===== src/rtl/pc_gen.sv =====
`default_nettype none
// ============================================================================
//  Module      : pc_gen
//  Description : Fetch-stage program-counter generator. Selects the next PC
//                from trap / exception-return / branch / return / jump /
//                stall / sequential sources in fixed priority, keeps a small
//                circular return-address stack and an exception-PC register.
//  Revision    : 1.0 - initial release
// ============================================================================
module pc_gen #(
    parameter int unsigned     XLEN      = 32,
    parameter logic [XLEN-1:0] RESET_VEC = '0,
    parameter logic [XLEN-1:0] TRAP_VEC  = XLEN'('h40),
    parameter int unsigned     INC       = 4,
    parameter int unsigned     RAS_DEPTH = 4
) (
    input  logic                         clk_i,
    input  logic                         rst_i,
    input  logic                         start_i,
    input  logic                         stall_i,
    input  logic                         br_take_i,
    input  logic [XLEN-1:0]              br_tgt_i,
    input  logic                         jmp_i,
    input  logic [XLEN-1:0]              jmp_tgt_i,
    input  logic                         call_i,
    input  logic                         ret_i,
    input  logic [XLEN-1:0]              ret_tgt_i,
    input  logic                         trap_i,
    input  logic                         eret_i,
    output logic [XLEN-1:0]              pc_o,
    output logic [XLEN-1:0]              pc_next_o,
    output logic [XLEN-1:0]              epc_o,
    output logic [$clog2(RAS_DEPTH):0]   ras_cnt_o,
    output logic                         ras_miss_o
);

    localparam int unsigned          c_ptr_w    = $clog2(RAS_DEPTH);
    localparam int unsigned          c_cnt_w    = c_ptr_w + 1;
    localparam logic [XLEN-1:0]      c_inc      = XLEN'(INC);
    localparam logic [c_ptr_w-1:0]   c_ptr_one  = c_ptr_w'(1);
    localparam logic [c_cnt_w-1:0]   c_cnt_one  = c_cnt_w'(1);
    localparam logic [c_cnt_w-1:0]   c_cnt_full = c_cnt_w'(RAS_DEPTH);

    logic [XLEN-1:0]    r_pc;
    logic [XLEN-1:0]    r_epc;
    logic [XLEN-1:0]    r_ras_mem [RAS_DEPTH];
    logic [c_ptr_w-1:0] r_ras_ptr;
    logic [c_cnt_w-1:0] r_ras_cnt;
    logic               r_ras_miss;

    logic [XLEN-1:0]    w_pc_next;
    logic [XLEN-1:0]    w_pc_inc;
    logic [XLEN-1:0]    w_ras_top;
    logic               w_push;
    logic               w_pop;
    logic               w_miss;
    logic               w_epc_we;

    // Sequential successor (wraps modulo 2^XLEN) and the most recent RAS entry
    assign w_pc_inc  = r_pc + c_inc;
    assign w_ras_top = r_ras_mem[r_ras_ptr - c_ptr_one];

    // Prioritised next-PC selection; only the winning event raises a side effect
    always_comb begin
        w_pc_next = r_pc;
        w_push    = 1'b0;
        w_pop     = 1'b0;
        w_miss    = 1'b0;
        w_epc_we  = 1'b0;
        if (start_i) begin
            if (trap_i) begin
                w_pc_next = TRAP_VEC;
                w_epc_we  = 1'b1;
            end else if (eret_i) begin
                w_pc_next = r_epc;
            end else if (br_take_i) begin
                w_pc_next = br_tgt_i;
            end else if (ret_i) begin
                if (r_ras_cnt != '0) begin
                    w_pc_next = w_ras_top;
                    w_pop     = 1'b1;
                end else begin
                    // Empty stack: fall back to the architectural target
                    w_pc_next = ret_tgt_i;
                    w_miss    = 1'b1;
                end
            end else if (jmp_i) begin
                w_pc_next = jmp_tgt_i;
                w_push    = call_i;
            end else if (stall_i) begin
                w_pc_next = r_pc;
            end else begin
                w_pc_next = w_pc_inc;
            end
        end
    end

    // PC, EPC, RAS pointer/count and miss pulse; everything frozen while start_i is low
    always_ff @(posedge clk_i or posedge rst_i) begin
        if (rst_i) begin
            r_pc       <= RESET_VEC;
            r_epc      <= '0;
            r_ras_ptr  <= '0;
            r_ras_cnt  <= '0;
            r_ras_miss <= 1'b0;
        end else begin
            r_ras_miss <= w_miss;
            if (start_i) begin
                r_pc <= w_pc_next;
                if (w_epc_we) begin
                    r_epc <= r_pc;
                end
                if (w_push) begin
                    // A push when full overwrites the oldest entry; count saturates
                    r_ras_ptr <= r_ras_ptr + c_ptr_one;
                    if (r_ras_cnt != c_cnt_full) begin
                        r_ras_cnt <= r_ras_cnt + c_cnt_one;
                    end
                end else if (w_pop) begin
                    r_ras_ptr <= r_ras_ptr - c_ptr_one;
                    r_ras_cnt <= r_ras_cnt - c_cnt_one;
                end
            end
        end
    end

    // RAS storage has no reset; contents are only read when the count says valid
    always_ff @(posedge clk_i) begin
        if (w_push && !rst_i) begin
            r_ras_mem[r_ras_ptr] <= w_pc_inc;
        end
    end

    assign pc_o       = r_pc;
    assign pc_next_o  = w_pc_next;
    assign epc_o      = r_epc;
    assign ras_cnt_o  = r_ras_cnt;
    assign ras_miss_o = r_ras_miss;

endmodule
`default_nettype wire


===== config.mk =====
export PLATFORM = sky130hd
export DESIGN_NAME = pc_gen
export DESIGN_NICKNAME = d
export VERILOG_FILES = /design/src/rtl/pc_gen.sv
export SDC_FILE = /design/constraint.sdc
export NUM_CORES = 1
export LEC_CHECK = 0
export ABC_CLOCK_PERIOD_IN_PS = 5600
export CAP_MARGIN = 30
export CORE_MARGIN = 3
export CORE_UTILIZATION = 60
export CTS_CLUSTER_SIZE = 14
export DETAILED_ROUTE_END_ITERATION = 12
export DONT_BUFFER_PORTS = 1
export PLACE_DENSITY = 0.75
export SYNTH_ARGS = -nofsm -noshare
export SYNTH_HDL_FRONTEND = slang
export SYNTH_SLANG_ARGS = --single-unit

===== constraint.sdc =====
create_clock -name clk_i -period 5.6 [get_ports clk_i]
set_input_delay 1.12 -clock clk_i [delete_from_list [all_inputs] [get_ports clk_i]]
set_output_delay 1.12 -clock clk_i [all_outputs]
set_load 0.005 [all_outputs]

* Word level (Yosys, flattened, before mapping)
Memory sizes are Yosys's and may differ from the RTL's. Index checks and enable logic that the tools add are counted.
Storage, ports and cells: memories 1, input port bits 106, register bits after elaboration 70, memory bits (writable) 128
Memories:
- r_ras_mem | depth 4, bits a word 32, read ports 1, clocked after memory_dff 0, wr ports 1, line 46 | logic [XLEN-1:0] r_ras_mem [RAS_DEPTH];
Operators by class: reductions and logical operators 7, equal/unequal tests 2, add/subtract/negate cells 5, muxes and demuxes 35
Operators with widths (number):
- 32-bit 2-to-1 mux | 8
- 32-bit by 3-bit adder with 32-bit output (second input constant) | 1
- 1-bit 2-to-1 mux | 22
- 3-bit 2-to-1 mux | 3
- 2-bit 2-to-1 mux | 2
- 2-bit AND reduction | 2
- 3-bit by 1-bit adder with 3-bit output (second input constant) | 1
- 3-bit != test (second input constant) | 1
- 3-bit AND reduction | 1
- 3-bit nonzero test | 1
- 3-bit by 1-bit subtractor with 3-bit output (second input constant) | 1
- 2-bit by 1-bit adder with 2-bit output (second input constant) | 1
- 2-bit by 1-bit != test with 1-bit output (second input constant) | 1
- 2-bit nonzero test | 1
- 2-bit by 1-bit subtractor with 2-bit output (second input constant) | 1
- 1-bit logical AND | 1
- 1-bit zero test | 1

* Depth between registers and ports, before layout
Gate-level depths: netlist of run 1.
depth in word-level cells 9, depth in mapped cells 12, gate-level depth less buffers 7

* Worst setup path before layout of run 1
OpenSTA, ideal clock, no wires.
path type register to output, start point register r_ras_ptr[0], end point output pc_next_o[18], arrival 3.152 ns, stages on the path, launching flop included 12, data required time 4.480 ns, setup slack 1.328 ns, cell sequence dfrtp_1 -> buf_2 -> buf_2 -> buf_2 -> inv_1 -> ha_1 -> clkbuf_1 -> clkbuf_1 -> clkbuf_1 -> mux4_2 -> o221ai_1 -> o21ai_0
On the way: cells in the longest elaborated chain, start to end 8
Ends and longest elaborated chain:
- start: declaration | line 47 | logic [c_ptr_w-1:0] r_ras_ptr;
- start signal: assignment | line 115 | r_ras_ptr <= r_ras_ptr + c_ptr_one;
- start signal: assignment | line 120 | r_ras_ptr <= r_ras_ptr - c_ptr_one;
- 2-bit by 1-bit subtractor with 2-bit output | line 61 | assign w_ras_top = r_ras_mem[r_ras_ptr - c_ptr_one];
- memory 4 x 32 bit
- 32-bit 2-to-1 mux | line 79 | if (r_ras_cnt != '0) begin
- 32-bit 2-to-1 mux | line 78 | end else if (ret_i) begin
- 32-bit 2-to-1 mux | line 76 | end else if (br_take_i) begin
- 32-bit 2-to-1 mux | line 74 | end else if (eret_i) begin
- 32-bit 2-to-1 mux | line 71 | if (trap_i) begin
- 32-bit 2-to-1 mux | line 70 | if (start_i) begin
- end: declaration | line 31 | output logic [XLEN-1:0] pc_next_o,
No other way between the ends.

* Worst setup path after layout of run 1
start point register r_ras_ptr[1], end point output pc_next_o[17]
Same word-level chain as after synthesis.

==> results list, run 1 <==
* Buffers from clock root to sink, at most: 2
* Mean instance size in the synthesized netlist: 12.17 sq um
- Clock tree synthesis found a total of 198 sinks.
- The hold violation count in the final report came to 0.
- IR drop worst, VDD: 0.0003017 V
- Data on the critical path is required at its endpoint by 4.48 ns.
- Flip-flop cell with the highest count after synthesis: sky130_fd_sc_hd__edfxtp_1
- Clock-pin slew was measured on the worst setup and hold paths at 0.07 ns.
- Final Cycle Share: 78.91%
- Critical path launch point type: register
- TritonCTS clock tree: built
- The number of antenna violations at the first check in global routing is 0.
* Final worst clock skew: 0.008213 ns
* Global-route total usage across every layer: 34.88%
- The clock network burns 28.2% of the power.
- Summed over all cells, the static leakage comes to 3.791 nW.
* First-pass iteration count of the detailed router: 6
* Total number of H-tree levels: 4
- Of all cell types, the one taking the most synthesized area is sky130_fd_sc_hd__edfxtp_1.
- For the pin with the worst max-slew slack, the measured transition is 1.040 ns.
- Highest clock rate: 0.2263 GHz
* Headroom to the max-slew limit: 30.69%
- Fraction of synthesis flops using an asynchronous set or reset pin: 35.35%
- STA classifies the critical path endpoint as a primary output.
- Measured in cells, the most critical reg-to-reg path has a length of 7.
- Area of the mapped netlist: 0.01023 sq mm
- Measured on the finished design, the core utilization comes to 65.54%.
- Number of slew-limit violations in the final report: 0
* Net Sw Frac: 33.00%
- The finished layout holds 1038 standard cells, fillers aside.
- At the later pin of the worst-skew pair, clock insertion delay measures 0.44 ns.
- In this run, synthesis inferred 128 flip-flops with an integrated enable.
- The Yosys step of the flow raised 0 warnings.
- Gpl congestion: 0.9550
* ANT nets after route: 0
- After clock tree synthesis, the setup repair step added 0 buffers.
- The startpoint identified for the worst register-to-register timing path is r_ras_ptr[1]$_DFFE_PP0P_.
* Width of the chip: 136.6 um
- WL per Instance: 31.14 um
- Reg2reg end: pc_o[17]$_DFFE_PP0P_
- Worst-case hold path end point: epc_o[2]$_DFFE_PP0P_
* Via count normalized by instance count: 7.628
- Gates resized, CTS repair: 0
- Power density over cell area: 380.4 mW/mm^2
- Floorplan die height: 136.6 um
* Count of standard-cell rows: 47
- Placed cell count: 1005
- For this run, the register share of the synthesized area comes to 54.68%.
* Kind of path behind the tightest hold check: reg -> reg
* Die footprint: 0.01866 sq mm
- After technology mapping, the gate count stands at 841.
- Flop-to-flop setup slack: 2.66 ns
- Entering global routing, the biggest net connects 43 pins.
- Top area cells in the synthesized netlist: sky130_fd_sc_hd__edfxtp_1 (38%), sky130_fd_sc_hd__dfrtp_1 (17%), sky130_fd_sc_hd__mux4_2 (7.0%)
* Minimum clock period: 4.419 ns
* Most used standard cell by instance count after synthesis: sky130_fd_sc_hd__edfxtp_1
- DRT Wirelength: 32.33 mm
- In this run, synthesis produced a sequential element count of 198.
- Final setup violation count: 0
- Placed standard-cell area: 0.01034 sq mm
- The internal portion of the total power is 2.780 mW.
* Worst path arrival time: 3.30 ns
- Biggest fanout along the worst timing path: 18
- Worst Hold Depth: 2
- List of most frequent post-synthesis cells: sky130_fd_sc_hd__edfxtp_1 (128), sky130_fd_sc_hd__dfrtp_1 (70), sky130_fd_sc_hd__o21ai_0 (60), sky130_fd_sc_hd__nor2_1 (57), sky130_fd_sc_hd__clkbuf_1 (39)
* Layout cells sized above 1: 17.01%
* First-pass GRT wire length: 47.24 mm
* Net total in the final layout: 917
- The core region is 0.01664 sq mm.
- Synthesized net count: 953
* Remaining Overflow, GRT: 0
- In this run, CTS created clock tree buffers numbering 17.
- In this run the most critical hold path is launched from epc_o[2]$_DFFE_PP0P_.
- I/O Pins: 206
- In the final timing run, aggregate negative setup slack is 0 ns.
- Final non-filler cell area: 0.01091 sq mm
- The number of global-route vias before repair was 7796.
* Effective utilization at floorplan: 61.49%
- The synthesized design devotes to its leading area cell type 37.56% of total area.
- Setup repair after global routing left no endpoint under its margin.
- Combinational group share of total power: 25.5%
- Net switching power: 1.369 mW
- Root cell of the clock tree: sky130_fd_sc_hd__clkbuf_16
- For this run, design rule violations remaining after detail routing come to 0.
* Area added between synthesis and finish: 6.590%
* IO Port Bufs: 0
- Vias: 7918
* Run status: completed
* Half-perimeter wire length of the detailed placement result: 21.68 mm
- Hold-fix buffers at CTS: 0
* Kind of critical path: reg -> out
- Count of cell types in the netlist: 75
- Of the total power, registers draw 46.3%.
- The tool flagged a number of max-cap violations equal to 0.
* Drt first-iter violations: 1192
## cells by family after synthesis
group / share of synthesized area (%)
xor+xnor: 2.824
simple gates: 10.40
fa+ha+maj: 0.8070
buf+inv: 3.961
compound gates: 17.25
flops: 54.68
mux: 10.07
## metrics by stage
step / power (mW) / worst slack, ns / hold WS (ns)
2_1_floorplan: 2.694 / 1.328 / 0.4896
3_5_place_dp: 2.983 / 1.387 / 0.5315
4_1_cts: 4.134 / 1.216 / 0.5478
6_report: 4.149 / 1.181 / 0.5422
5_1_grt: 4.303 / 1.091 / 0.5943
3_3_place_gp: 2.942 / 1.492 / 0.5337
## per-layer routing
| layer | GRT usage, % | vias to the layer above | wire [um] |
|---|---|---|---|
| met3 | 13.49 | 115 | 5127 |
| met1 | 44.90 | 3861 | 11350 |
| li1 | - | 3254 | - |
| met5 | 0 | - | 0 |
| met2 | 52.90 | 688 | 14610 |
| met4 | 15.34 | 0 | 1234 |
## critical path, stage by stage, from the launching register on
cell	delay (ns)
sky130_fd_sc_hd__dfrtp_1	0.40
sky130_fd_sc_hd__inv_1	0.08
sky130_fd_sc_hd__ha_1	0.90
sky130_fd_sc_hd__buf_4	0.43
sky130_fd_sc_hd__mux4_2	0.35
sky130_fd_sc_hd__o221ai_1	0.21
sky130_fd_sc_hd__o21ai_0	0.14
sky130_fd_sc_hd__a221o_1	0.33
## layout make-up
type                       instances  area (sq um)
timing repair buffer              19         153.9
tap                              220         275.3
clock buffer                      17         425.4
clock inverter                    14         126.4
multi-input combinational        548          4249
antenna                            1         2.502
inverter                          21         78.83
sequential                       198          5597
fill                            1217          5734
## power by group through the flow
stage	clock network, mW	logic (mW)	registers [mW]
global placement	0	1.01	1.93
floorplan	0	0.868	1.83
global route	1.23	1.13	1.94
detailed placement	0	1.04	1.94
finish	1.17	1.06	1.92
CTS	1.18	1.04	1.91
## worst max-delay path by stage
| stage | from | to | slack, ns |
|---|---|---|---|
| after floorplan | r_ras_ptr[0]$_DFFE_PP0P_ | pc_next_o[18] | 1.33 |
| after global placement | ret_i | pc_next_o[4] | 1.49 |
| after detailed placement | br_take_i | pc_next_o[5] | 1.39 |
| after CTS | r_ras_ptr[1]$_DFFE_PP0P_ | pc_next_o[17] | 1.22 |
| after global routing | r_ras_ptr[1]$_DFFE_PP0P_ | pc_next_o[17] | 1.09 |
| final | r_ras_ptr[1]$_DFFE_PP0P_ | pc_next_o[17] | 1.18 |
## state kept, by name, summed over array words and instances, names as in the netlist
| register | count |
|---|---|
| r_ras_mem | 128 |
| epc_o | 32 |
| ras_miss_o | 1 |
| r_ras_ptr | 2 |
| ras_cnt_o | 3 |
| pc_o | 32 |
## placed cells by master (no fill, tap or decap), types with 6 or more instances in the layout
cell	synthesis	routed
sky130_fd_sc_hd__edfxtp_1	128	128
sky130_fd_sc_hd__dfrtp_1	70	69
sky130_fd_sc_hd__o21ai_0	60	60
sky130_fd_sc_hd__nor2_1	57	57
sky130_fd_sc_hd__nand2_1	35	35
sky130_fd_sc_hd__o221ai_1	34	34
sky130_fd_sc_hd__mux4_2	32	32
sky130_fd_sc_hd__a21oi_1	30	30
sky130_fd_sc_hd__mux2_2	24	24
sky130_fd_sc_hd__xnor2_1	24	24
sky130_fd_sc_hd__nand3_1	23	23
sky130_fd_sc_hd__inv_1	20	19
sky130_fd_sc_hd__nor3_1	17	17
sky130_fd_sc_hd__clkbuf_16	0	17
sky130_fd_sc_hd__buf_4	6	17
sky130_fd_sc_hd__o221a_2	16	16
sky130_fd_sc_hd__a22oi_1	16	16
sky130_fd_sc_hd__nand4_1	10	10
sky130_fd_sc_hd__xor2_1	9	9
sky130_fd_sc_hd__nor4_1	9	9
sky130_fd_sc_hd__a31oi_1	9	9
sky130_fd_sc_hd__or3_1	8	8
sky130_fd_sc_hd__a221o_1	8	8
sky130_fd_sc_hd__a221oi_1	7	7
sky130_fd_sc_hd__o211ai_1	7	7
sky130_fd_sc_hd__nor2b_1	8	7
sky130_fd_sc_hd__nand2b_1	6	6
sky130_fd_sc_hd__a211oi_1	6	6
sky130_fd_sc_hd__o22ai_1	6	6
Power figures use the tool's default switching activity.
==> run 2: changes to the inputs <==
--- a/config.mk
+++ b/config.mk
@@ -5,10 +5,10 @@
 export SDC_FILE = /design/constraint.sdc
 export NUM_CORES = 1
 export LEC_CHECK = 0
-export ABC_CLOCK_PERIOD_IN_PS = 5600
+export ABC_CLOCK_PERIOD_IN_PS = 3900
 export CAP_MARGIN = 30
 export CORE_MARGIN = 3
-export CORE_UTILIZATION = 60
+export CORE_UTILIZATION = 58
 export CTS_CLUSTER_SIZE = 14
 export DETAILED_ROUTE_END_ITERATION = 12
 export DONT_BUFFER_PORTS = 1
==> constraint.sdc (replaced) <==
create_clock -name clk_i -period 3.9 [get_ports clk_i]
set_input_delay 0.78 -clock clk_i [delete_from_list [all_inputs] [get_ports clk_i]]
set_output_delay 0.78 -clock clk_i [all_outputs]
set_load 0.005 [all_outputs]
==> results list, run 2 (synthesis results as in run 1) <==
* Hold-fix buffers at CTS: 0
- The worst register-to-register path begins at pc_o[5]$_DFFE_PP0P_.
- The number of antenna violations at the first check in global routing is 0.
- Final worst clock skew: 0.01161 ns
- The register with the most flip-flops in the layout has 128 of them.
- Clock Sinks: 198
* DRT Wirelength: 32.90 mm
* Detailed-routed wire length on met3: 4.982 mm
* Remaining Overflow, GRT: 0
- Of all nets on the critical path, the largest fanout is 8.
- The share of total power dissipated in the clock network is 28.1%.
* Critical path launch point type: register
- The critical path ends at pc_next_o[19].
- After detailed routing, the number of vias per cell comes to 7.641.
- Highest clock rate: 0.2727 GHz
- Final design utilization: 65.50%
- Net total in the final layout: 941
* Total number of H-tree levels: 4
* WL per Instance: 30.98 um
- In the final routing, the length of wire on met1 measures 11.95 mm.
- From synthesis to final layout, the design area changed by 8.399%.
- At the pin with the least slew margin, the transition time is 0.8110 ns.
- The floorplan step defined a die boundary enclosing 0.01927 sq mm.
* Highest routed metal layer: met4
* Number of cell instances on the worst register-to-register path: 7
- Unrepaired setup endpoints after global routing: no
* Place WS: 0.6739 ns
- The worst-case IR drop observed on VDD is 0.0003615 V.
- For this configuration, the core starts out at a cell density of 60.42%.
- After detailed routing, the number of remaining DRC violations is 0.
- For this block, the via count after detailed routing is 8115.
- Most frequent cells in the layout: sky130_fd_sc_hd__edfxtp_1 (128), sky130_fd_sc_hd__dfrtp_1 (69), sky130_fd_sc_hd__o21ai_0 (60)
- Buffers from clock root to sink, at most: 2
- Total power: 6.037 mW
* Placed cell count: 1030
- Setup violations remaining at the end of the flow were counted as 0.
- Final Cycle Share: 94.01%
- Cell with the largest stage delay on the worst path: sky130_fd_sc_hd__or3_1
- The flow ran to the end, and the final reports show no timing, DRC or antenna violations.
- 0 antenna diodes ended up in the layout.
- First-pass iteration count of the detailed router: 5
- Register with the most flip-flops: r_ras_mem
- Floorplan die height: 138.8 um
- For this design the static power due to leakage is 3.924 nW.
* Half-perimeter wire length of the detailed placement result: 22.31 mm
- Subtracting the final worst setup slack from the clock period gives 3.666 ns.
- The endpoint identified for the worst register-to-register timing path is r_ras_mem[0][31]$_DFFE_PP_.
- Kind of end point of the critical path: primary output
* Clock transition at the register clock pins on the worst setup and hold paths after CTS: 0.07 ns
- Kind of path behind the tightest hold check: in -> async
- Crit. Startpoint: pc_o[5]$_DFFE_PP0P_
- Of the total power, combinational logic draws 26.9%.
- Required time of the critical path: 3.12 ns
- Latest clock arrival within the worst-skew pair: 0.44 ns
* Number of global-route vias before repair: 7959
- Final std cells w/o fill: 1062
- Final count of hold timing violations: 0
- TritonCTS built the clock tree.
* Global-route total usage across every layer: 34.04%
- The number of pins exceeding their max-slew limit in the final report came to 0.
- Counting the fill cells in the layout gives 1245.
- Once the clock tree was built, the resizer swapped 0 gates to a different size.
- Placed standard-cell area: 0.01054 sq mm
- Count of standard-cell rows: 47
- The first global-routing pass estimated 49.61 mm of wire.
- Walking the worst path, the cells encountered are buf_4, nand4_2, or3_1, o31a_1, nor3_1, o21ai_0.
- Register share of total power: 45.0%
- Cells with a size suffix above 1 make up 19.36% of the layout.
* Kind of critical path: reg -> out
* Final WS setup: 0.2336 ns
* Headroom to the max-slew limit: 45.80%
- I/O Pins: 206
* Power density over cell area: 544.2 mW/mm^2
* Net switching power: 1.971 mW
* Number of clock buffers inserted by TritonCTS: 17
- The internal power of the cells totals 4.067 mW.
- Core Area: 0.01694 sq mm
- Post-CTS setup-driven buffer insertion count: 0
- Total negative slack: 0 ns
* Flop-to-flop setup slack: 1.32 ns
- The root buffer cell chosen for the clock tree is sky130_fd_sc_hd__clkbuf_16.
- Net switching is 32.64% of the power.
- After detailed routing, the met2 layer carries 14.70 mm of wire.
- On the worst path, the slowest cell contributes a delay of 0.58 ns.
- Maximum capacitance violations: 0
- Most common cell after layout, fill and taps aside: sky130_fd_sc_hd__edfxtp_1
- The count of buffers added on input and output ports is 0.
- Hold timing on the final database bottoms out at a slack of 0.3591 ns.
* Gpl congestion: 0.8925
- Data arrives at the worst endpoint at 2.89 ns.
- Maximum number of pins on one net before global-route repair: 38
- Measured along the x axis, the die boundary spans 138.8 um.
- ANT nets after route: 0
- The detailed router finished its first iteration with 1042 violations.
- Final non-filler cell area: 0.01109 sq mm
run 2: area by class of cell:
cell class	count	area (sq um)	area share, %
Clock buffer	21	460.4	4.151
Clock inverter	11	97.59	0.8798
Inverter	21	78.83	0.7106
Multi-Input combinational cell	548	4249	38.30
Sequential cell	198	5597	50.45
Tap cell	220	275.3	2.481
Timing Repair Buffer	43	335.3	3.023
run 2: worst min path at each step:
stage | startpoint | end
2_1_floorplan | epc_o[18]$_DFFE_PP0P_ | epc_o[18]$_DFFE_PP0P_
3_3_place_gp | epc_o[27]$_DFFE_PP0P_ | epc_o[27]$_DFFE_PP0P_
3_5_place_dp | epc_o[27]$_DFFE_PP0P_ | epc_o[27]$_DFFE_PP0P_
4_1_cts | rst_i | pc_o[10]$_DFFE_PP0P_
5_1_grt | rst_i | epc_o[12]$_DFFE_PP0P_
6_report | rst_i | epc_o[12]$_DFFE_PP0P_
run 2: metal layers:
metal	GRT usage, %	up-vias
met2	50.45	760
met3	11.90	125
met5	0	-
li1	-	3288
met4	13.08	0
met1	46.79	3942
run 2: worst max-delay path, delay by kind of cell, from the launching register on:
kind | cells | cell delay [ns]
AO/OA/AOI/OAI | 2 | 0.56
AND/OR/NAND/NOR | 3 | 1.11
buffers and inverters | 1 | 0.22
flip-flops | 1 | 0.56
run 2: power groups by stage:
stage / Combinational [mW] / Sequential, mW / Clock (mW)
finish: 1.62 / 2.72 / 1.69
global route: 1.73 / 2.74 / 1.80
CTS: 1.61 / 2.71 / 1.70
detailed placement: 1.59 / 2.75 / 0
global placement: 1.55 / 2.74 / 0
floorplan: 1.25 / 2.62 / 0
==> run 3: changes to the inputs <==
--- a/config.mk
+++ b/config.mk
@@ -7,8 +7,9 @@
 export LEC_CHECK = 0
 export ABC_CLOCK_PERIOD_IN_PS = 3900
 export CAP_MARGIN = 30
-export CORE_MARGIN = 3
+export CORE_MARGIN = 4
 export CORE_UTILIZATION = 58
+export CTS_CLUSTER_DIAMETER = 120
 export CTS_CLUSTER_SIZE = 14
 export DETAILED_ROUTE_END_ITERATION = 12
 export DONT_BUFFER_PORTS = 1
==> results list, run 3 (synthesis results as in run 1) <==
* Net total in the final layout: 942
- Clock tree synthesis found a total of 198 sinks.
- Vias: 8226
- Across the routed clock network, the largest skew measured is 0.007991 ns.
- Run status: completed
- Final Cycle Share: 94.20%
* Half-perimeter wire length of the detailed placement result: 22.78 mm
* Most common cell after layout, fill and taps aside: sky130_fd_sc_hd__edfxtp_1
- Post-CTS repair changed the size of 0 cells.
* Total number of H-tree levels: 4
- The register with the most flip-flops in the layout has 128 of them.
* Remaining Overflow, GRT: 0
- The worst setup path is of the reg -> out kind.
- The finished layout holds 1068 standard cells, fillers aside.
- Clock-pin slew was measured on the worst setup and hold paths at 0.07 ns.
- Placed cell count: 1036
- Timing would allow up to 0.2722 GHz.
* IO Port Bufs: 0
* Floorplan die height: 140.8 um
* Maximum capacitance violations: 0
- Count of standard-cell rows: 48
- r_ras_mem holds more flip-flops than any other register.
- Final count of hold timing violations: 0
- Kind of path behind the tightest hold check: in -> async
- Summed over all cells, the static leakage comes to 3.964 nW.
- Transition time at the pin with the least slew margin: 0.9565 ns
- Dividing the detail-routed via count by the number of cells gives 7.702.
- For this run, design rule violations remaining after detail routing come to 0.
- ANT nets after route: 0
- Biggest fanout along the worst timing path: 19
- Number of cell instances on the worst register-to-register path: 4
- Headroom to the max-slew limit: 36.10%
* I/O Pins: 206
* Area added between synthesis and finish: 9.512%
* Layout cells sized above 1: 19.45%
* Kind of end point of the critical path: primary output
* Total negative slack: 0 ns
* Core Area: 0.01730 sq mm
* Final setup violation count: 0
- Setup repair after global routing left no endpoint under its margin.
* IR drop worst, VDD: 0.0003459 V
* Crit. Startpoint: ras_cnt_o[2]$_DFFE_PP0P_
- The floorplan step defined a die boundary enclosing 0.01983 sq mm.
- The number of global-route vias before repair was 8079.
* Minimum clock period: 3.674 ns
* First-pass iteration count of the detailed router: 7
- The first global-routing pass estimated 49.27 mm of wire.
- The longest clock path from root to sink contains 2 buffers.
- Data on the critical path is required at its endpoint by 3.12 ns.
* Number of clock buffers inserted by TritonCTS: 17
- Worst R2R Start: ras_cnt_o[2]$_DFFE_PP0P_
* TritonCTS clock tree: built
* Antenna violations before repair: 0
- In this run the power density over the cells is 563.0 mW/mm^2.
- After clock tree synthesis, the flow added hold-fix buffers numbering 0.
- Measured along the x axis, the die boundary spans 140.8 um.
* Reg2reg end: pc_o[4]$_DFFE_PP0P_
* Gpl congestion: 0.9060
- Worst hold slack: 0.3832 ns
- At the later pin of the worst-skew pair, clock insertion delay measures 0.43 ns.
* DRT Wirelength: 33.18 mm
* Number of slew-limit violations in the final report: 0
- Entering global routing, the biggest net connects 40 pins.
- Global routing used 33.21% of the available tracks across all layers.
- Data arrives at the worst endpoint at 2.89 ns.
- In the layout the commonest cells are sky130_fd_sc_hd__edfxtp_1 (128), sky130_fd_sc_hd__dfrtp_1 (69), sky130_fd_sc_hd__o21ai_0 (60).
- For this configuration, the core starts out at a cell density of 59.17%.
- Diode count: 0
- The tree is rooted in a sky130_fd_sc_hd__clkbuf_16.
- The setup check on the worst reg-to-reg path leaves a slack of 1.30 ns.
* WL per Instance: 31.07 um
- Critical path launch point type: register
- Post-CTS setup-driven buffer insertion count: 0
* Drt first-iter violations: 1259
[run 3: changes by cell type in the layout (fill, tap and decap cells not counted)]
cell | before | now
sky130_fd_sc_hd__clkbuf_1 | 2 | 3
sky130_fd_sc_hd__clkinv_2 | 3 | 0
sky130_fd_sc_hd__buf_12 | 1 | 2
sky130_fd_sc_hd__inv_6 | 2 | 1
sky130_fd_sc_hd__nand2_1 | 35 | 34
sky130_fd_sc_hd__bufinv_16 | 1 | 4
sky130_fd_sc_hd__clkinv_4 | 1 | 2
sky130_fd_sc_hd__nand2_2 | 0 | 1
sky130_fd_sc_hd__clkbuf_16 | 17 | 18
sky130_fd_sc_hd__inv_4 | 3 | 1
sky130_fd_sc_hd__clkbuf_8 | 2 | 1
sky130_fd_sc_hd__clkinvlp_4 | 1 | 2
[run 3: how the worst max path moves through the flow]
stage                         end  slack (ns)  depth (start not counted)
finish               pc_next_o[4]        0.23                          4
global route        pc_next_o[13]        0.14                          6
CTS                  pc_next_o[4]        0.23                          4
global placement     pc_next_o[4]        0.58                          4
floorplan            pc_next_o[2]        0.07                         12
detailed placement   pc_next_o[4]        0.55                          4
[run 3: final cells by class]
cell class / instances / area, sq um
Fill cell: 1276 / 6090
Sequential cell: 198 / 5597
Multi-Input combinational cell: 548 / 4252
Clock buffer: 22 / 475.5
Timing Repair Buffer: 44 / 355.3
Tap cell: 225 / 281.5
Clock inverter: 10 / 167.7
Inverter: 21 / 78.83
[run 3: routing by layer]
metal	part of all wire, %	vias up	track usage, %
met4	3.6	0	13.00
met2	46	762	50.68
met3	15	110	10.21
met5	0	-	0
met1	36	4052	45.07
li1	-	3302	-
[run 3: power by group]
group	switching (mW)	internal, mW	leakage (nW)
Clock	0.792	1.14	0.307
Combinational	0.953	0.733	1.58
Sequential	0.266	2.43	2.08
[run 3: per-stage QoR]
stage               instance area, sq um  total power [mW]  worst slack (ns)  utilization (%)
finish                             11210             6.310            0.2262            64.79
detailed placement                 10560             4.386            0.5457            61.07
floorplan                          10230             3.870           0.06564                -
global placement                   10540             4.313            0.5784            60.96
CTS                                11210             6.286            0.2289            64.79
global route                       11210             6.544            0.1367            64.79
[run 3: critical path: stages, from the launching register on]
cell and delay, ns:
sky130_fd_sc_hd__dfrtp_1 0.51, sky130_fd_sc_hd__or4b_2 1.05, sky130_fd_sc_hd__o221a_2 0.39, sky130_fd_sc_hd__a221oi_1 0.36, sky130_fd_sc_hd__o2bb2ai_1 0.14
